$ cat src/rtl/i2c_target.sv
// I2C target responder: START/STOP detection, 7-bit address match, write/read bytes with open-drain ACK.
// Optional majority-vote input deglitcher enabled by defining I2C_TGT_GLITCH_FILTER_EN.
module i2c_target #(
    parameter logic [6:0] TGT_ADDR = 7'h42
) (
    input  logic       clk,
    input  logic       rst_n,
    input  logic       scl_i,
    input  logic       sda_i,
    output logic       sda_oe,
    output logic [7:0] rx_data,
    output logic       rx_valid,
    input  logic [7:0] tx_data,
    output logic       tx_req,
    output logic       busy,
    output logic       nack_det
);

    localparam int unsigned CNT_W  = 4;
    localparam int unsigned BYTE_W = 8;

    typedef enum logic [2:0] {
        ST_IDLE,
        ST_ADDR,
        ST_ADDR_ACK,
        ST_WRITE,
        ST_WRITE_ACK,
        ST_READ,
        ST_READ_ACK
    } state_e;

    logic [1:0] scl_sync_q, scl_sync_d, sda_sync_q, sda_sync_d;
    logic       scl_prev_q, scl_prev_d, sda_prev_q, sda_prev_d;
    logic       scl_cur, sda_cur;

    always_comb begin
        scl_sync_d = {scl_sync_q[0], scl_i};
        sda_sync_d = {sda_sync_q[0], sda_i};
    end

    // Lines idle high, so synchroniser and history reset to 1 to avoid false edges.
    always_ff @(posedge clk or negedge rst_n) begin
        if (!rst_n) begin
            scl_sync_q <= 2'b11;
            sda_sync_q <= 2'b11;
        end else begin
            scl_sync_q <= scl_sync_d;
            sda_sync_q <= sda_sync_d;
        end
    end

`ifdef I2C_TGT_GLITCH_FILTER_EN
    logic [2:0] scl_flt_q, scl_flt_d, sda_flt_q, sda_flt_d;

    always_comb begin
        scl_flt_d = {scl_flt_q[1:0], scl_sync_q[1]};
        sda_flt_d = {sda_flt_q[1:0], sda_sync_q[1]};
        scl_cur   = (scl_flt_q[0] & scl_flt_q[1]) | (scl_flt_q[0] & scl_flt_q[2]) |
                    (scl_flt_q[1] & scl_flt_q[2]);
        sda_cur   = (sda_flt_q[0] & sda_flt_q[1]) | (sda_flt_q[0] & sda_flt_q[2]) |
                    (sda_flt_q[1] & sda_flt_q[2]);
    end

    always_ff @(posedge clk or negedge rst_n) begin
        if (!rst_n) begin
            scl_flt_q <= 3'b111;
            sda_flt_q <= 3'b111;
        end else begin
            scl_flt_q <= scl_flt_d;
            sda_flt_q <= sda_flt_d;
        end
    end
`else
    always_comb begin
        scl_cur = scl_sync_q[1];
        sda_cur = sda_sync_q[1];
    end
`endif

    always_comb begin
        scl_prev_d = scl_cur;
        sda_prev_d = sda_cur;
    end

    always_ff @(posedge clk or negedge rst_n) begin
        if (!rst_n) begin
            scl_prev_q <= 1'b1;
            sda_prev_q <= 1'b1;
        end else begin
            scl_prev_q <= scl_prev_d;
            sda_prev_q <= sda_prev_d;
        end
    end

    logic scl_rise, scl_fall, start_det, stop_det;

    always_comb begin
        scl_rise  = scl_cur & ~scl_prev_q;
        scl_fall  = ~scl_cur & scl_prev_q;
        start_det = scl_cur & scl_prev_q & sda_prev_q & ~sda_cur;
        stop_det  = scl_cur & scl_prev_q & ~sda_prev_q & sda_cur;
    end

    state_e             state_q, state_d;
    logic [CNT_W-1:0]   bit_cnt_q, bit_cnt_d;
    logic [BYTE_W-1:0]  shift_q, shift_d;
    logic [BYTE_W-1:0]  rx_data_q, rx_data_d;
    logic               rw_q, rw_d;
    logic               ack_ok_q, ack_ok_d;
    logic               tx_load_q, tx_load_d;
    logic               sda_oe_q, sda_oe_d;
    logic               rx_valid_q, rx_valid_d;
    logic               tx_req_q, tx_req_d;
    logic               busy_q, busy_d;
    logic               nack_det_q, nack_det_d;

    // Bus FSM: STOP beats START, START beats any bit-level activity.
    always_comb begin
        state_d    = state_q;
        bit_cnt_d  = bit_cnt_q;
        shift_d    = shift_q;
        rx_data_d  = rx_data_q;
        rw_d       = rw_q;
        ack_ok_d   = ack_ok_q;
        tx_load_d  = tx_req_q;
        sda_oe_d   = sda_oe_q;
        rx_valid_d = 1'b0;
        tx_req_d   = 1'b0;
        busy_d     = busy_q;
        nack_det_d = 1'b0;

        if (tx_load_q) begin
            shift_d = tx_data;
        end

        if (stop_det) begin
            state_d   = ST_IDLE;
            bit_cnt_d = '0;
            sda_oe_d  = 1'b0;
            busy_d    = 1'b0;
        end else if (start_det) begin
            state_d   = ST_ADDR;
            bit_cnt_d = '0;
            sda_oe_d  = 1'b0;
            busy_d    = 1'b0;
        end else begin
            case (state_q)
                ST_ADDR: begin
                    if (scl_rise && bit_cnt_q < CNT_W'(8)) begin
                        shift_d   = {shift_q[6:0], sda_cur};
                        bit_cnt_d = bit_cnt_q + CNT_W'(1);
                    end else if (scl_fall && bit_cnt_q == CNT_W'(8)) begin
                        if (shift_q[7:1] == TGT_ADDR && shift_q[7:1] != 7'd0) begin
                            state_d  = ST_ADDR_ACK;
                            sda_oe_d = 1'b1;
                            busy_d   = 1'b1;
                            rw_d     = shift_q[0];
                            tx_req_d = shift_q[0];
                        end else begin
                            state_d  = ST_IDLE;
                            sda_oe_d = 1'b0;
                        end
                    end
                end
                ST_ADDR_ACK: begin
                    if (scl_fall) begin
                        if (!rw_q) begin
                            state_d   = ST_WRITE;
                            sda_oe_d  = 1'b0;
                            bit_cnt_d = '0;
                        end else begin
                            state_d   = ST_READ;
                            sda_oe_d  = ~shift_q[7];
                            shift_d   = {shift_q[6:0], 1'b0};
                            bit_cnt_d = CNT_W'(1);
                        end
                    end
                end
                ST_WRITE: begin
                    if (scl_rise && bit_cnt_q < CNT_W'(8)) begin
                        shift_d   = {shift_q[6:0], sda_cur};
                        bit_cnt_d = bit_cnt_q + CNT_W'(1);
                        if (bit_cnt_q == CNT_W'(7)) begin
                            rx_data_d  = {shift_q[6:0], sda_cur};
                            rx_valid_d = 1'b1;
                        end
                    end else if (scl_fall && bit_cnt_q == CNT_W'(8)) begin
                        state_d  = ST_WRITE_ACK;
                        sda_oe_d = 1'b1;
                    end
                end
                ST_WRITE_ACK: begin
                    if (scl_fall) begin
                        state_d   = ST_WRITE;
                        sda_oe_d  = 1'b0;
                        bit_cnt_d = '0;
                    end
                end
                ST_READ: begin
                    if (scl_fall) begin
                        if (bit_cnt_q == CNT_W'(8)) begin
                            state_d  = ST_READ_ACK;
                            sda_oe_d = 1'b0;
                            ack_ok_d = 1'b0;
                        end else begin
                            sda_oe_d  = ~shift_q[7];
                            shift_d   = {shift_q[6:0], 1'b0};
                            bit_cnt_d = bit_cnt_q + CNT_W'(1);
                        end
                    end
                end
                ST_READ_ACK: begin
                    if (scl_rise) begin
                        if (!sda_cur) begin
                            tx_req_d = 1'b1;
                            ack_ok_d = 1'b1;
                        end else begin
                            nack_det_d = 1'b1;
                            state_d    = ST_IDLE;
                            busy_d     = 1'b0;
                        end
                    end else if (scl_fall && ack_ok_q) begin
                        state_d   = ST_READ;
                        sda_oe_d  = ~shift_q[7];
                        shift_d   = {shift_q[6:0], 1'b0};
                        bit_cnt_d = CNT_W'(1);
                    end
                end
                default: begin
                end
            endcase
        end
    end

    always_ff @(posedge clk or negedge rst_n) begin
        if (!rst_n) begin
            state_q    <= ST_IDLE;
            bit_cnt_q  <= '0;
            shift_q    <= '0;
            rx_data_q  <= '0;
            rw_q       <= 1'b0;
            ack_ok_q   <= 1'b0;
            tx_load_q  <= 1'b0;
            sda_oe_q   <= 1'b0;
            rx_valid_q <= 1'b0;
            tx_req_q   <= 1'b0;
            busy_q     <= 1'b0;
            nack_det_q <= 1'b0;
        end else begin
            state_q    <= state_d;
            bit_cnt_q  <= bit_cnt_d;
            shift_q    <= shift_d;
            rx_data_q  <= rx_data_d;
            rw_q       <= rw_d;
            ack_ok_q   <= ack_ok_d;
            tx_load_q  <= tx_load_d;
            sda_oe_q   <= sda_oe_d;
            rx_valid_q <= rx_valid_d;
            tx_req_q   <= tx_req_d;
            busy_q     <= busy_d;
            nack_det_q <= nack_det_d;
        end
    end

    assign sda_oe   = sda_oe_q;
    assign rx_data  = rx_data_q;
    assign rx_valid = rx_valid_q;
    assign tx_req   = tx_req_q;
    assign busy     = busy_q;
    assign nack_det = nack_det_q;

endmodule

$ cat config.mk
export PLATFORM = sky130hd
export DESIGN_NAME = i2c_target
export DESIGN_NICKNAME = d
export VERILOG_FILES = /design/src/rtl/i2c_target.sv
export SDC_FILE = /design/constraint.sdc
export NUM_CORES = 1
export LEC_CHECK = 0
export ABC_AREA = 1
export BUFFER_PORTS_ARGS = -buffer_cell sky130_fd_sc_hd__buf_2
export CORE_MARGIN = 2
export CORE_UTILIZATION = 50
export CTS_CLUSTER_SIZE = 25
export DETAILED_ROUTE_END_ITERATION = 8
export GPL_TIMING_DRIVEN = 1
export PLACE_DENSITY = 0.75
export SLEW_MARGIN = 5
export SYNTH_ARGS = -nofsm -noshare
export SYNTH_HDL_FRONTEND = slang
export SYNTH_SLANG_ARGS = --single-unit
$ cat constraint.sdc
create_clock -name clk -period 1.6 [get_ports clk]
set_input_delay 0.16 -clock clk [delete_from_list [all_inputs] [get_ports clk]]
set_output_delay 0.16 -clock clk [all_outputs]
set_load 0.005 [all_outputs]
==> impl_summary.md, run 1 <==
Outcome
The flow ran to the end, but the final reports show violations. The checks that failed: setup timing.

Global route
The initial antenna violation count came to 0. The largest net degree at the start of global routing is 20. The global-route total usage across every layer is 22.3%.

Global routing finished with a remaining overflow of 0. The via count of the first global-routing pass is 1772. The global-route wire length before repair is 7.72 mm.

Detailed routing
Once detail routing completed, the nets flagged for antenna violations numbered 0. The ratio of routed vias to standard cells is between 5 and 6. After detailed routing, the average wire length per cell comes to roughly 14 um. Across all layers, the routed design uses ~2000 vias. The detailed-router iteration count before antenna repair is 4. After the first detailed-routing iteration, the DRC count stood at approximately 250. For this run, design rule violations remaining after detail routing come to 0. The final layout contains routed wiring with a total length of between 5 and 6 mm.

Worst setup path
The stage delay of the slowest cell on the critical path is 0.46 ns. STA puts the critical path data required time at roughly 1.8 ns. The signal on the critical path passes through inv_2 -> nand3_1 -> nor2_4 -> inv_2 -> nand2_2 -> nand2_2 -> nand2_2 -> nor2_4 -> buf_4 -> nand3_2 -> nand2_1.

The number of buffers and inverters on the critical path is 3. For the worst setup path, the data arrival time is 1.88 ns. The maximum net fanout on the critical path is 8. The dominant cell type by count on the critical path is sky130_fd_sc_hd__nand2_2. The critical path endpoint category is a register. The critical path is of the register to register type. The nature of the critical path startpoint is a register. The highest-delay cell along the critical path is sky130_fd_sc_hd__dfrtp_1. The cell class contributing the biggest share of worst-path delay is simple AND/OR/NAND/NOR gates.

Placed design
The cell area reported after detailed placement is 2400 um2. Buffers placed on the I/O ports in this run total 24. The weighted congestion reported at the end of routability-driven placement is approximately 0.95. Detailed placement ended at an HPWL of 3.45 mm.

Die
After floorplanning, the core was sized to cover 4030 um2. The starting utilization of the core area is approximately 52%. In this run the count of I/O pins placed on the die edge is 25.

The die extent in x is approximately 70 um. From bottom edge to top edge, the die measures 69.0 um. The die footprint is 4760 um2. After floorplanning, the core was divided into 23 placement rows.

Hold path
The tightest min-delay check is of the primary input to register type.

Layout
The fraction of layout instances using a drive strength above 1 is between 30% and 40%. The total number of nets in the final design is 334. The number of antenna diodes in the final layout is 0. The library cell used most frequently in the layout, excluding fill and tap cells, is sky130_fd_sc_hd__nand2_1. The library cells used most frequently in the layout, excluding fill and tap cells, are sky130_fd_sc_hd__nand2_1, sky130_fd_sc_hd__dfrtp_1, sky130_fd_sc_hd__buf_2, sky130_fd_sc_hd__inv_1. The total non-filler cell area in the finished layout is 2740 um2. The layout overhead on the synthesized area is 29.9%.

Synth
The distinct cell type count after synthesis is 32. Sequential elements use 44.2% of the synthesized area. Counting flops and latches in the post-synthesis netlist gives 37.

The synthesized netlist occupies a cell area of about 2100 um2. The number of warnings printed during yosys synthesis is 0. The number of instances in the synthesized netlist is between 200 and 300. The synthesized area per cell is 8.03 um2. Of the post-synthesis cell area, the dominant cell type holds 36.8%. The cell type with the highest aggregate area in the netlist is sky130_fd_sc_hd__dfrtp_1. After synthesis, the cell types taking the most area are sky130_fd_sc_hd__dfrtp_1, sky130_fd_sc_hd__nand2_1, sky130_fd_sc_hd__dfstp_2, sky130_fd_sc_hd__o21ai_2, sky130_fd_sc_hd__nand3_1.

Counting every net in the synthesized netlist gives 277.

Timing
The count of endpoints failing hold in the final timing report is 0. Setup repair after global routing could not meet its margin everywhere. At the pin with the least slew margin, the transition time is 0.439 ns. Headroom to the max-slew limit came out at around 70%.

Between clock sinks in the finished design, the worst skew comes to 0.00971 ns. The routed design could run at a clock period as short as roughly 1.7 ns. The final critical path takes up 106% of the cycle.

Static timing analysis puts the maximum clock frequency at 589 MHz. The final number of setup-violating endpoints is 16. The number of pins exceeding their max-slew limit in the final report was 0. After routing, the total negative slack on setup checks comes to -0.990 ns.

After layout, the worst setup slack is -0.0967 ns.

Clock tree
After clock tree synthesis, the clock-pin slew on the worst setup and hold paths is 0.08 ns. TritonCTS built the clock tree. The TritonCTS sink count is 37. The number of buffers between clock root and the deepest sink is 2. The H-tree generated during clock tree synthesis spans 2 levels.

The root buffer cell chosen for the clock tree is sky130_fd_sc_hd__clkbuf_8. At the later pin of the worst-skew pair, clock insertion delay measures ~0.3 ns. Buffers inserted during clock tree synthesis total 5.

Pwr
For this design the static power due to leakage is 1.37 nW. Dividing total power by cell area gives a power density of 912 nW/um2. The worst-case IR drop observed on VDD is roughly 0.83 mV.

Run
The count of max-cap constraint violations is 0.
-- logic make-up after synthesis --
group                    synth area share, %
adder cells (fa/ha/maj)                 1.19
AND/OR/NAND/NOR                         33.6
AO/OA/AOI/OAI                           13.4
flip-flops                              44.2
buffers and inverters                   7.23
XOR/XNOR                               0.415
-- cell usage after synthesis (all sizes together) --
master	n
dfstp	6
inv	30
nand3b	3
nor2	25
a21oi	8
dfrtp	31
nand2	86
xor2	1
nand4	5
nor2b	1
ha	2
a21boi	1
o22ai	1
nor3	2
nand3	25
clkbuf	1
buf	3
nor3b	1
nor4	1
o21ai	29
o211ai	1
-- power breakdown --
part,internal (mW),switching (mW)
registers,1.07,0.0887
clock network,0.349,0.341
logic,0.263,0.391
total,1.68,0.821
-- path summary, 6_finish.rpt --
check                                         from                        to  cells after the start  slack (ns)
min in group asynchronous                    rst_n    rx_data[4]$_DFFE_PN0P_                      2        0.33
setup reg to reg            state_q[1]$_DFFE_PN0P_  bit_cnt_q[3]$_DFFE_PN0P_                     11        -0.1
hold / removal                          tx_data[4]      shift_q[4]$_DFF_PN0_                      3        0.20
hold reg to reg            sda_sync_q[0]$_DFF_PN1_   sda_sync_q[1]$_DFF_PN1_                      0        0.36
setup / recovery            state_q[1]$_DFFE_PN0P_  bit_cnt_q[3]$_DFFE_PN0P_                     11        -0.1
max in group asynchronous                    rst_n   scl_sync_q[1]$_DFF_PN1_                      3        0.72
-- final cells by class --
type | instances | area (um2)
Clock buffer | 6 | 82.6
Inverter | 30 | 118
Clock inverter | 2 | 13.8
Tap cell | 50 | 62.6
Fill cell | 334 | 1290
Timing Repair Buffer | 54 | 415
Sequential cell | 37 | 933
Multi-Input combinational cell | 192 | 1120
-- layer usage --
| metal | global-route usage [%] | up-vias | share of wire, % |
|---|---|---|---|
| met4 | 8.58 | 0 | 2.1 |
| met5 | 0 | - | 0 |
| li1 | - | 971 | - |
| met1 | 27.7 | 921 | 42 |
| met2 | 38.0 | 75 | 50 |
| met3 | 4.55 | 14 | 5.8 |
-- tightest hold or removal path, cell delays in order --
cell	delay, ns
sky130_fd_sc_hd__buf_2	0.07
sky130_fd_sc_hd__o21ai_0	0.10
sky130_fd_sc_hd__o21ai_2	0.14
-- timing repair --
item	CTS	global route
hold endpoints to repair	20	0
gates cloned	0	1
endpoints found under the setup margin	15	26
setup buffers	3	6
resized for setup	7	26
pin swaps	1	14
hold buffers	3	0
-- metrics by stage --
| step | worst slack [ns] | util [%] | power [mW] | hold slack (ns) | cells |
|---|---|---|---|---|---|
| 6_report | -0.0967 | 68.1 | 2.50 | 0.205 | 371 |
| 5_1_grt | -0.210 | 68.1 | 2.64 | 0.231 | 371 |
| 4_1_cts | 0.00361 | 63.9 | 2.46 | 0.204 | 364 |
| 3_5_place_dp | -0.0978 | 59.5 | 1.75 | 0.129 | 350 |
| 3_3_place_gp | -0.0531 | 59.5 | 1.73 | 0.123 | 350 |
| 2_1_floorplan | 0.128 | - | 1.57 | -0.136 | 263 |
-- state kept, by name (all words and copies together) (netlist names), 2 cells and up --
name	count
bit_cnt_q	4
scl_sync_q	2
rx_data	8
sda_sync_q	2
state_q	3
shift_q	8
Note: power is estimated with default switching activity, not from simulation.
==> run 2: changes to the inputs <==
--- a/config.mk
+++ b/config.mk
@@ -6,13 +6,15 @@
 export NUM_CORES = 1
 export LEC_CHECK = 0
 export ABC_AREA = 1
+export ABC_CLOCK_PERIOD_IN_PS = 1600
 export BUFFER_PORTS_ARGS = -buffer_cell sky130_fd_sc_hd__buf_2
 export CORE_MARGIN = 2
-export CORE_UTILIZATION = 50
+export CORE_UTILIZATION = 35
 export CTS_CLUSTER_SIZE = 25
 export DETAILED_ROUTE_END_ITERATION = 8
 export GPL_TIMING_DRIVEN = 1
-export PLACE_DENSITY = 0.75
+export PLACE_DENSITY = 0.57
+export REMOVE_ABC_BUFFERS = 1
 export SLEW_MARGIN = 5
 export SYNTH_ARGS = -nofsm -noshare
 export SYNTH_HDL_FRONTEND = slang
==> run 2 against run 1 <==
Effect of this change:
- the run still ends with setup timing left
- largest power group unchanged
- combinational power down 4.4%
- routed wire length shrank 5.9%
- largest cell class unchanged
- cell count increased by 7.0%
- clock-buffer cell count fell by 1
- flip-flop and latch count unchanged
- power increased by 4.2%
==> impl_summary.md, run 2 (synthesis results as in run 1) <==
Die
From bottom edge to top edge, the die measures 81.7 um. The die footprint is 6670 um2. Pin placement for this block handled 25 I/O pins. The starting utilization of the core area is 35.9%. After floorplanning, the core was divided into 28 placement rows. The core footprint is roughly 5900 um2. The die extent in x is 81.7 um.

Worst setup path
The cell depth of the worst flop-to-flop path is 12. STA classifies the critical path startpoint as a register. The number of buffers and inverters on the critical path is 3. Along the worst path, the maximum fanout reaches 6.

The arrival time of the worst setup path is ~1.8 ns. Counting buffers and inverters, the worst setup path is 12 cells deep. The startpoint-to-endpoint class of the critical path is register to register. The slowest stage of the critical path is the sky130_fd_sc_hd__dfstp_2 cell. Walking the worst path, the cells encountered are inv_2 -> nor2_4 -> buf_12 -> nor2_4 -> inv_1 -> nand2_1 -> nand2_1 -> nand2_2 -> nor2_4 -> nand2_2 -> nand2_1 -> nand2_1.

The worst endpoint required time is 1.78 ns. The stage delay of the slowest cell on the critical path is 0.55 ns. The critical path endpoint category is a register. The dominant cell type by count on the critical path is sky130_fd_sc_hd__nand2_1. The cell class contributing the biggest share of worst-path delay is simple AND/OR/NAND/NOR gates.

Timing
Derived from the worst setup path, the maximum achievable clock frequency is between 600 and 700 MHz. The transition time of the tightest slew-check pin is 0.479 ns. The worst slew slack as a fraction of its limit is 68.1%. After layout, the worst setup slack is -0.00772 ns. In the final timing run, aggregate negative setup slack is -0.00970 ns. The clock tree skew after final layout is roughly 0.013 ns. The number of pins exceeding their max-slew limit in the final report is 0. The final number of setup-violating endpoints is 2. The routed design could run at a clock period as short as 1.61 ns. The portion of the clock cycle consumed by the worst path in the final layout is 100%. Setup repair after global routing could not meet its margin everywhere. The count of endpoints failing hold in the final timing report came to 0.

Placed design
The cell area reported after detailed placement is ~2500 um2. Once detailed placement completed, the half-perimeter wirelength came to 3.66 mm. At the placement stage, the worst setup path has a slack of -0.0863 ns.

The congestion estimate from routability-driven global placement came to 0.960. The count of port buffers added during placement is 24.

Layout
Cells with a size suffix above 1 make up between 40% and 50% of the layout. The commonest non-fill, non-tap cell in the layout is sky130_fd_sc_hd__nand2_1. The total non-filler cell area in the finished layout is 2760 um2. The layout overhead on the synthesized area is 30.9%.

At the end of the flow, the number of nets in the layout was ~340. The number of inserted diodes is 0. In the layout the commonest cells are sky130_fd_sc_hd__nand2_1, sky130_fd_sc_hd__dfrtp_1, sky130_fd_sc_hd__buf_4, sky130_fd_sc_hd__buf_2, sky130_fd_sc_hd__inv_1.

Clock tree
The clock input transition at the sequential cells of the worst setup and hold paths is ~0.08 ns. The source-to-sink clock delay at the later pin of the worst-skew pair is 0.30 ns. The H-tree was split into 2 levels. For this design, the sink count on the clock tree is 37. TritonCTS built the clock tree. The root cell of the clock tree is sky130_fd_sc_hd__clkbuf_8. The number of buffers between clock root and the deepest sink is 2. TritonCTS created 5 clock buffers.

Detailed routing
Once detail routing completed, the nets flagged for antenna violations numbered 0. The routed layout has 1909 vias. In the final routed layout, each cell accounts on average for between 10 and 15 um.

Using the TritonRoute via totals, the vias-per-cell ratio works out to 4.81. The pre-antenna-repair detailed-routing pass consisted of 4 iterations. The count of routing violations after the opening detailed-route iteration is 96. The number of design rule violations left after detail routing is 0. For this block, the routed nets add up to ~5.0 mm of wire.

Global route
After global routing the overflow that remains totals 0. The initial antenna violation count is 0. The via count of the first global-routing pass is 1814. The global-route total usage across every layer is ~16%. The global-route wire length before repair is 8.25 mm.

Entering global routing, the biggest net connects 38 pins.

Hold path
The class of the most critical hold timing path is primary input to register. The worst hold path cell count is 3.

Pwr
Across the VDD grid, the largest voltage drop is 0.436 mV. The static leakage power is 1.39 nW. For this design the ratio of total power to cell area is 942 nW/um2.

Run
The count of max-cap constraint violations is 0.

Outcome
The run finished, with violations left. The checks that failed: setup timing.
run 2: changes by cell type in the layout (fill, tap and decap cells not counted), moves of 2 or more:
cell / previous run / this run
sky130_fd_sc_hd__nor2_4: 10 / 8
sky130_fd_sc_hd__nor2_1: 14 / 11
sky130_fd_sc_hd__buf_4: 21 / 25
sky130_fd_sc_hd__nor2_2: 1 / 6
sky130_fd_sc_hd__buf_6: 2 / 0
run 2: metal layers:
metal  global-route usage [%]  up-vias  wire length [um]
li1                         -      966                 -
met1                     20.6      883              2300
met2                     26.7       41              2280
met3                     3.52       19               187
met4                     6.50        0               192
met5                        0        -                 0
run 2: worst register-to-register path, stage by stage, from the launching register on:
cell,delay [ns]
sky130_fd_sc_hd__dfstp_2,0.55
sky130_fd_sc_hd__inv_2,0.05
sky130_fd_sc_hd__nor2_4,0.12
sky130_fd_sc_hd__buf_12,0.14
sky130_fd_sc_hd__nor2_4,0.04
sky130_fd_sc_hd__inv_1,0.05
sky130_fd_sc_hd__nand2_1,0.04
sky130_fd_sc_hd__nand2_1,0.06
sky130_fd_sc_hd__nand2_2,0.07
sky130_fd_sc_hd__nor2_4,0.16
sky130_fd_sc_hd__nand2_2,0.10
sky130_fd_sc_hd__nand2_1,0.06
sky130_fd_sc_hd__nand2_1,0.05
run 2: final cells by class:
class,instances,area [um2]
fill,580,3120
multi-input combinational,192,1110
sequential,37,935
timing repair buffer,55,398
inverter,30,115
tap,75,93.8
clock buffer,5,68.8
clock inverter,3,43.8
run 2: stage by stage:
stage          total power, mW  utilization [%]  hold WS [ns]  instances
2_1_floorplan             1.57                -        -0.136        259
3_3_place_gp              1.75             41.8         0.238        379
3_5_place_dp              1.76             41.8         0.242        379
4_1_cts                   2.62             45.1         0.183        394
5_1_grt                   2.79             47.0         0.197        397
6_report                  2.60             47.0         0.186        397
run 2: timing repair:
item,4_1_cts,5_1_grt
setup endpoints to repair,16,18
buffers inserted,4,3
pin swaps,2,14
hold endpoints to repair,33,0
hold buffers,3,0
gates cloned,0,0
resized for setup,4,25
run 2: power breakdown:
part           switching [mW]  internal, mW
logic                   0.359         0.266
clock network           0.357         0.467
registers              0.0877          1.07
total                   0.804          1.80
run 2: final timing paths:
| path | from | to | slack, ns |
|---|---|---|---|
| min in group asynchronous | rst_n | shift_q[5]$_DFF_PN0_ | 0.44 |
| min reg2reg | scl_sync_q[0]$_DFF_PN1_ | scl_sync_q[1]$_DFF_PN1_ | 0.36 |
| max | scl_prev_q$_DFF_PN1_ | bit_cnt_q[3]$_DFFE_PN0P_ | -0.008 |
| max reg2reg | scl_prev_q$_DFF_PN1_ | bit_cnt_q[3]$_DFFE_PN0P_ | -0.008 |
| max in group asynchronous | rst_n | state_q[0]$_DFFE_PN0P_ | 0.80 |
| min | tx_data[4] | shift_q[4]$_DFF_PN0_ | 0.19 |
